File: src/rtl/regfile_pkg.sv
// Shared constants and helpers for the multi-port architectural register file.
// ABI register indices, default sizing and packed-slice arithmetic.
package regfile_pkg;

  localparam int unsigned XLEN_DEF  = 32;
  localparam int unsigned NREGS_DEF = 32;

  localparam int unsigned REG_ZERO = 0;
  localparam int unsigned REG_RA   = 1;
  localparam int unsigned REG_SP   = 2;
  localparam int unsigned REG_GP   = 3;
  localparam int unsigned REG_TP   = 4;
  localparam int unsigned REG_T0   = 5;
  localparam int unsigned REG_T1   = 6;
  localparam int unsigned REG_T2   = 7;
  localparam int unsigned REG_S0   = 8;
  localparam int unsigned REG_S1   = 9;
  localparam int unsigned REG_A0   = 10;
  localparam int unsigned REG_A1   = 11;
  localparam int unsigned REG_A2   = 12;
  localparam int unsigned REG_A3   = 13;
  localparam int unsigned REG_A4   = 14;
  localparam int unsigned REG_A5   = 15;
  localparam int unsigned REG_A6   = 16;
  localparam int unsigned REG_A7   = 17;
  localparam int unsigned REG_S2   = 18;
  localparam int unsigned REG_S3   = 19;
  localparam int unsigned REG_S4   = 20;
  localparam int unsigned REG_S5   = 21;
  localparam int unsigned REG_S6   = 22;
  localparam int unsigned REG_S7   = 23;
  localparam int unsigned REG_S8   = 24;
  localparam int unsigned REG_S9   = 25;
  localparam int unsigned REG_S10  = 26;
  localparam int unsigned REG_S11  = 27;
  localparam int unsigned REG_T3   = 28;
  localparam int unsigned REG_T4   = 29;
  localparam int unsigned REG_T5   = 30;
  localparam int unsigned REG_T6   = 31;

  // Low bit of port idx inside a flat vector of width-bit fields.
  function automatic int unsigned slice_lo(input int unsigned idx, input int unsigned width);
    return idx * width;
  endfunction

endpackage

File: src/rtl/regfile_scoreboard.sv
// Per-register valid scoreboard: flush > invalidate > writeback priority,
// plus read-side valid lookup with same-cycle writeback set-bypass.
module regfile_scoreboard
  import regfile_pkg::*;
#(
  parameter int unsigned NREGS = NREGS_DEF,
  parameter int unsigned AW    = $clog2(NREGS),
  parameter int unsigned NRD   = 2,
  parameter int unsigned NWB   = 1,
  parameter int unsigned NINV  = 1
) (
  input  logic              clk,
  input  logic              reset,
  input  logic              flush,
  input  logic [NRD*AW-1:0] rd_addr,
  input  logic [NWB-1:0]    wb_en,
  input  logic [NWB*AW-1:0] wb_addr,
  input  logic [NINV-1:0]   inv_en,
  input  logic [NINV*AW-1:0] inv_addr,
  output logic [NRD-1:0]    rd_valid_c
);

  logic [NREGS-1:0] valid_q;
  logic [NREGS-1:0] valid_d;
  logic [NREGS-1:0] wb_hit_c;
  logic [NREGS-1:0] inv_hit_c;

  // Decode writeback and invalidate ports into per-register hit vectors.
  always_comb begin
    wb_hit_c  = '0;
    inv_hit_c = '0;
    for (int unsigned j = 0; j < NWB; j++) begin
      if (wb_en[j]) wb_hit_c[wb_addr[slice_lo(j, AW) +: AW]] = 1'b1;
    end
    for (int unsigned k = 0; k < NINV; k++) begin
      if (inv_en[k]) inv_hit_c[inv_addr[slice_lo(k, AW) +: AW]] = 1'b1;
    end
  end

  // An invalidate supersedes an older producer writing back in the same cycle.
  always_comb begin
    valid_d = valid_q;
    for (int unsigned r = 0; r < NREGS; r++) begin
      if (flush)             valid_d[r] = 1'b1;
      else if (inv_hit_c[r]) valid_d[r] = 1'b0;
      else if (wb_hit_c[r])  valid_d[r] = 1'b1;
    end
    valid_d[0] = 1'b1;
  end

  // Reads observe the pre-update valid, so a=a+imm sees its own source ready.
  always_comb begin
    rd_valid_c = '0;
    for (int unsigned i = 0; i < NRD; i++) begin
      rd_valid_c[i] = valid_q[rd_addr[slice_lo(i, AW) +: AW]]
                    | wb_hit_c[rd_addr[slice_lo(i, AW) +: AW]]
                    | (rd_addr[slice_lo(i, AW) +: AW] == '0);
    end
  end

  always_ff @(posedge clk) begin
    if (reset) valid_q <= '1;
    else       valid_q <= valid_d;
  end

endmodule

File: src/rtl/arch_regfile_mp.sv
// Multi-port integer architectural register file with write-to-read bypass,
// hardwired x0, valid scoreboard and a registered-operand stall indication.
module arch_regfile_mp
  import regfile_pkg::*;
#(
  parameter int unsigned XLEN  = XLEN_DEF,
  parameter int unsigned NREGS = NREGS_DEF,
  parameter int unsigned AW    = $clog2(NREGS),
  parameter int unsigned NRD   = 2,
  parameter int unsigned NWB   = 1,
  parameter int unsigned NINV  = 1
) (
  input  logic                 clk,
  input  logic                 reset,
  input  logic [NRD-1:0]       rd_en,
  input  logic [NRD*AW-1:0]    rd_addr,
  output logic [NRD*XLEN-1:0]  rd_data,
  output logic [NRD-1:0]       rd_valid,
  input  logic [NWB-1:0]       wb_en,
  input  logic [NWB*AW-1:0]    wb_addr,
  input  logic [NWB*XLEN-1:0]  wb_data,
  input  logic [NINV-1:0]      inv_en,
  input  logic [NINV*AW-1:0]   inv_addr,
  input  logic                 flush,
  output logic                 src_not_ready
);

  logic [XLEN-1:0]     regs_q [NREGS];
  logic [NRD*XLEN-1:0] byp_data_c;
  logic [NRD-1:0]      sb_valid_c;
  logic [NRD-1:0]      rd_en_q;

  regfile_scoreboard #(
    .NREGS (NREGS),
    .AW    (AW),
    .NRD   (NRD),
    .NWB   (NWB),
    .NINV  (NINV)
  ) u_scoreboard (
    .clk        (clk),
    .reset      (reset),
    .flush      (flush),
    .rd_addr    (rd_addr),
    .wb_en      (wb_en),
    .wb_addr    (wb_addr),
    .inv_en     (inv_en),
    .inv_addr   (inv_addr),
    .rd_valid_c (sb_valid_c)
  );

  // Storage: ascending port order makes the highest-index writer win.
  always_ff @(posedge clk) begin
    if (reset) begin
      for (int unsigned r = 0; r < NREGS; r++) regs_q[r] <= '0;
    end else begin
      for (int unsigned j = 0; j < NWB; j++) begin
        if (wb_en[j] && (wb_addr[slice_lo(j, AW) +: AW] != '0)) begin
          regs_q[wb_addr[slice_lo(j, AW) +: AW]] <= wb_data[slice_lo(j, XLEN) +: XLEN];
        end
      end
    end
  end

  // Read bypass mirrors the storage priority; x0 always reads as zero.
  always_comb begin
    byp_data_c = '0;
    for (int unsigned i = 0; i < NRD; i++) begin
      byp_data_c[slice_lo(i, XLEN) +: XLEN] = regs_q[rd_addr[slice_lo(i, AW) +: AW]];
      for (int unsigned j = 0; j < NWB; j++) begin
        if (wb_en[j] && (wb_addr[slice_lo(j, AW) +: AW] == rd_addr[slice_lo(i, AW) +: AW])) begin
          byp_data_c[slice_lo(i, XLEN) +: XLEN] = wb_data[slice_lo(j, XLEN) +: XLEN];
        end
      end
      if (rd_addr[slice_lo(i, AW) +: AW] == '0) byp_data_c[slice_lo(i, XLEN) +: XLEN] = '0;
    end
  end

  // Read flops: data holds on idle ports, valid drops to zero.
  always_ff @(posedge clk) begin
    if (reset) begin
      rd_data  <= '0;
      rd_valid <= '0;
      rd_en_q  <= '0;
    end else begin
      rd_en_q <= rd_en;
      for (int unsigned i = 0; i < NRD; i++) begin
        if (rd_en[i]) begin
          rd_data[slice_lo(i, XLEN) +: XLEN] <= byp_data_c[slice_lo(i, XLEN) +: XLEN];
          rd_valid[i] <= sb_valid_c[i];
        end else begin
          rd_valid[i] <= 1'b0;
        end
      end
    end
  end

  assign src_not_ready = |(rd_en_q & ~rd_valid);

endmodule

File: config.mk
export PLATFORM = sky130hd
export DESIGN_NAME = arch_regfile_mp
export DESIGN_NICKNAME = d
export VERILOG_FILES = /design/src/rtl/regfile_pkg.sv /design/src/rtl/regfile_scoreboard.sv /design/src/rtl/arch_regfile_mp.sv
export SDC_FILE = /design/constraint.sdc
export NUM_CORES = 2
export LEC_CHECK = 0
export CAP_MARGIN = 10
export CORE_UTILIZATION = 32
export CTS_BUF_LIST = sky130_fd_sc_hd__clkbuf_2 sky130_fd_sc_hd__clkbuf_4 sky130_fd_sc_hd__clkbuf_8
export DETAILED_ROUTE_END_ITERATION = 7
export DONT_BUFFER_PORTS = 1
export PLACE_DENSITY = 0.55
export SLEW_MARGIN = 20
export SYNTH_ARGS = -nofsm -noshare
export SYNTH_HDL_FRONTEND = slang
export SYNTH_SLANG_ARGS = --single-unit
File: constraint.sdc
create_clock -name clk -period 1.9 [get_ports clk]
set_input_delay 0.095 -clock clk [delete_from_list [all_inputs] [get_ports clk]]
set_output_delay 0.095 -clock clk [all_outputs]
set_load 0.02 [all_outputs]
### Word level (Yosys, flattened, before mapping)

Memory sizes are Yosys's and may differ from the RTL's.
Cells that the tools add are included.

* multiplexer cells: 88
* $lt $le $gt $ge: 6
* equality and inequality tests: 2
* bitwise logic cells: 8
* reduce and logical (&&, ||, !) cells: 44

Operators with widths (count)
* two-way mux 32 bit: 7
* two-way mux 1 bit: 74
* nonzero test 2 bit: 31
* OR reduction 32 bit: 1
* less-than comparator 5 x 6 -> 1 bit, second input constant: 4
* binary-select mux 1 bit (select 5 bit): 4
* demux 1 bit (select 5 bit): 2
* equality test 5 bit: 2
* greater-or-equal comparator 5 x 1 -> 1 bit, second input constant: 2
* logical NOT 5 bit: 2
* OR reduction 2 bit: 4
* logical AND 1 bit: 5
* two-way mux 5 bit: 1
* nonzero test 5 bit: 1
* bitwise OR 1 bit: 4
* bitwise AND 2 bit: 1
* inverter 1 bit: 2
* inverter 2 bit: 1

* RAM bits: 1024
* logic and storage cells: 186
* input bits: 59
* bits in registers: 100
* memories: 1
* output and inout port bits: 67

Memory list
* regs_q: depth 32, bits a word 32, read ports 2, clocked after memory_dff 0, wr ports 32, line arch_regfile_mp.sv:28 `logic [XLEN-1:0] regs_q [NREGS];`

### Depth between registers and ports, before layout

* depth after elaboration: 9
* depth in mapped cells: 10

### Modules after synthesis

Synthesis repeated with hierarchy kept, for this count alone.

* cells, all modules: 4099
* area total of the unflattened synthesis: 58986.6 sq um

Modules (own cells, without submodules)
* arch_regfile_mp: cells each 3847, area each 56798.2 sq um, times used 1
* regfile_scoreboard: cells each 252, area each 2188.3 sq um, times used 1

### Worst setup path before layout

No wires, ideal clock.

* kind: in2reg
* start: input port wb_addr[3]
* end: memory regs_q[28][0] (netlist bit) (enable)
* setup slack: -189 ps
* data required time: 1525 ps
* arrival: 1714 ps
* library setup time: 375 ps
* path buffers: 2
* cell stages on the path: 6
* cell sequence: buf_2 -> nor3_2 -> or4b_1 -> clkbuf_1 -> nor2_1 -> or2_2

RTL lines
* start, declared: line arch_regfile_mp.sv:20 `input logic [NWB*AW-1:0] wb_addr,`
* end, declared: line arch_regfile_mp.sv:28

### Final worst setup path

* start: input port rd_addr[3]
* end: register rd_data[15]

* word-level cells in the longest chain between the ends: 4
* elaborated cells on any way between the ends: 6
* those cells by class: eq/ne: 1; mux: 2; reduce/logical: 2; memory: 1

RTL lines
* start, declared: line arch_regfile_mp.sv:16 `input logic [NRD*AW-1:0] rd_addr,`
* branches (longest 3 deep; another with memory (32 x 32 bit))
* two-way mux 32 bit *: line arch_regfile_mp.sv:74 `if (rd_addr[slice_lo(i, AW) +: AW] == '0) byp_data_c[slice_lo(i, XLEN) +: XLEN] = '0;`
* end signal, assigned by index: line arch_regfile_mp.sv:88 `rd_data[slice_lo(i, XLEN) +: XLEN] <= byp_data_c[slice_lo(i, XLEN) +: XLEN];`
* end, declared: line arch_regfile_mp.sv:17 `output logic [NRD*XLEN-1:0] rd_data,`

Mark *: on every way between the ends.
A chain may end at the register's enable or synchronous reset.

==> impl_metrics.tcl <==
set metrics [dict create \
    drive_above_1_share_pct 23.8 \
    cpPeakStageDelay_ns 0.67 \
    cap_violations 0 \
    vias_per_cell 5.78 \
    drt-initial-drc-count 5803 \
    grt_pass1_vias 41400 \
    slew_headroom_pct 17.3 \
    worst_hold_path_type "in -> reg" \
    yosysTopAreaCell "edfxtp_1" \
    yosys-top-cells-area "edfxtp_1 (52%), mux4_2 (14%), and2_1 (11%), mux2i_1 (5.4%), dfxtp_1 (3.4%)" \
    crit_family "buffers and inverters" \
    fmax_mhz 513 \
    slew_violations 0 \
    num_io_pins 126 \
    cts.sinks 1123 \
    path_cells "dlygate4sd3_1 > buf_12 > nand3_2 > buf_12 > buf_4 > o22ai_1 > a311oi_1 > nand3_1 > nand2_1" \
    nFillCells 17300 \
    die_width_um 431 \
    setup_violations 2 \
    yosys.cell_count.top_type "edfxtp_1" \
    hold_start "rd_addr[7]" \
    drc 0 \
    numCtsBuffers 187 \
    antenna_found_initial 28 \
    finalHoldViolCount 0 \
    cts_tree "yes" \
    worst-path-buf-inv 4 \
    die_y_um 431 \
    num_rows 157 \
    gp_congestion 0.884 \
    clkTransAtPathRegs_ns 0.07 \
    tns_ns -0.0618 \
    path_common_cell "buf_12" \
    grt_pass1_wl_mm 330 \
    p_per_area_nw_per_um2 839 \
    initial_utilization_pct 32.2 \
    whs_endpoint "rd_data[51]" \
    cp_max_fo 13 \
    die_area_um2 186000 \
    final_antenna_net_count 0 \
    core_area_um2 183000 \
    port_buffers 0 \
    p_leak_nw 25.3 \
    ctsRootBufferMaster "clkbuf_8" \
    seqCellArea_um2 32700 \
    reg2reg_to "rd_data[7]" \
    htreeDepth 4 \
    postLayoutCoreUtil_pct 38.7 \
    status "complete, but fails checks" \
    cp-start-kind "primary input" \
    synth_top_area_share_pct 52.2 \
    dp_hpwl_mm 143 \
    slowest_stage "dlygate4sd3_1" \
    wl_met2_mm 113 \
    syn_area_um2 59000 \
    worstRegToRegCells 6 \
    clock_latency_ns 0.96 \
    layout_min_cycle_time_ns 1.95 \
    worstSetupPathType "in -> reg" \
    totalWireLength_mm 244 \
    wl_met1_mm 91.8 \
    total_power_w 0.0595 \
    syn_to_final_growth_pct 20.3 \
    synth.distinct_cells 62 \
    clk_path_buf_depth 3 \
    fin_crit_sh_pct 103 \
    routed.top_layer "met5" \
    crit_arrival_ns 2.85 \
    ys_ff_latch 1123 \
    fin_nets 4706 \
    tightestPinTransition_ns 1.24 \
    ys_async_sr_fraction_pct 0 \
    dr_wl_met3_mm 23.0 \
    r2r_start "regs_q[7][7]" \
    wl_per_cell_um 33.5 \
    first_pass_iters 7 \
    timing.reg2reg.setup_slack_ns 0.01 \
    syn_avg_cell_area_um2 13.7 \
    timing.hold.ws_ns 0.0268 \
    vias 42100 \
    synth.yosys.seq_area_share_pct 55.5 \
    failed_checks "negative setup slack" \
    grt_usage_pct 25.5 \
    synthCells 4315 \
    grt_setup_unrepaired "yes" \
    ys_warn_count 0 \
    fin_ws_ns -0.0486 \
    required_ns 2.80 \
    setup.worst_path.end_class "flop" \
    multi_input_area_um2 24500 \
    yosys-top-cells-count "edfxtp_1 (1,024), and2_1 (999), mux4_2 (376), mux2i_1 (316), clkbuf_1 (252)" \
    synth-edff-count 1024 \
    grt_max_degree 272 \
    synth-main-ff-cell "edfxtp_1" \
    gr-total-overflow 0 \
    holdPathStages 5 \
    finClkSkew_ns 0.0488 \
    ir_drop_v 0.000522 \
]
==> per-stage QoR <==
step / cells / area, µm² / worst slack (ns)
2_1_floorplan: 4346 / 59100 / -0.0277
3_3_place_gp: 6673 / 63900 / -0.175
3_5_place_dp: 6673 / 63900 / -0.115
4_1_cts: 7258 / 70700 / -0.0999
5_1_grt: 7278 / 70900 / -0.0292
6_report: 7287 / 70900 / -0.0486
==> logic make-up (layout without fill, tap and decap cells) <==
logic type / after synthesis / after routing / share of synthesized area (%)
flops: 1123 / 1123 / 55.5
compound gates: 464 / 464 / 5.32
mux: 697 / 697 / 20.0
xor+xnor: 10 / 10 / 0.149
other cells: 1 / 57 / 0.00636
simple gates: 1583 / 1583 / 15.3
buf+inv: 437 / 889 / 3.79
==> layout by cell type (no fill, tap or decap), drive strengths merged, types with 7 or more instances in the layout <==
| cell type | count |
|---|---|
| edfxtp | 1024 |
| and2 | 999 |
| mux4 | 381 |
| buf | 350 |
| mux2i | 316 |
| clkbuf | 266 |
| nand2 | 228 |
| dlygate4sd3 | 184 |
| nand3 | 166 |
| a22oi | 141 |
| dfxtp | 99 |
| a21oi | 93 |
| nor2 | 83 |
| o22ai | 74 |
| o21ai | 60 |
| clkinv | 55 |
| conb | 32 |
| or2 | 30 |
| a311oi | 28 |
| diode | 25 |
| a41oi | 19 |
| a221o | 19 |
| nor2b | 17 |
| inv | 14 |
| nand2b | 13 |
| nand3b | 11 |
| or4 | 11 |
| a211oi | 10 |
| bufinv | 8 |
| dlymetal6s4s | 8 |
| xnor2 | 7 |
==> per-layer routing <==
metal	track usage [%]	up-vias
met1	31.9	21900
met2	40.6	2616
li1	-	17000
met4	14.8	6
met5	0	-
met3	5.55	624
==> state kept, by name, indices dropped and copies added (netlist names) <==
name / count
regs_q: 1024
rd_data: 64
u_scoreboard.valid_q: 31
rd_en_q: 2
rd_valid: 2
==> power by group <==
group          switching, W  internal [W]
registers           0.00105        0.0283
logic               0.00400       0.00331
clock network        0.0106        0.0122
total                0.0156        0.0439
==> what timing repair did <==
item / 4_1_cts / 5_1_grt
setup endpoints to repair: 1 / 258
endpoints found under the hold margin: 2115 / 148
hold buffers: 245 / 11
gates resized for setup: 6 / 24
gates cloned: 0 / 1
pin swaps: 1 / 9
buffers inserted: 0 / 8
==> cell type report <==
cell class / instances / share of cell area [%]
diodes: 25 / 0.0882
clock inverters: 75 / 0.822
inverters: 6 / 0.0335
repair buffers: 543 / 9.32
multi-input cells: 2786 / 34.6
flip-flops and latches: 1123 / 46.2
clock buffers: 265 / 4.62
well taps: 2464 / 4.35
==> worst reg2reg max path, delay by kind of cell, from the launching register on <==
kind	cells	cell delay, ns
muxes	1	0.47
DFF	1	0.40
and+or+nand+nor	4	0.35
buffers and inverters	1	0.57
==> worst max-delay path by stage <==
stage,cells past startpoint,to,startpoint,slack [ns]
floorplan,6,regs_q[28][0],wb_addr[3],-0.03
global placement,7,rd_data[58],rd_addr[6],-0.18
detailed placement,7,rd_data[2],rd_addr[0],-0.11
CTS,2,src_not_ready,rd_valid[0],-0.1
global route,6,rd_data[25],regs_q[7][25],-0.03
finish,9,rd_data[15],rd_addr[3],-0.05
(Power assumes the default switching activity.)
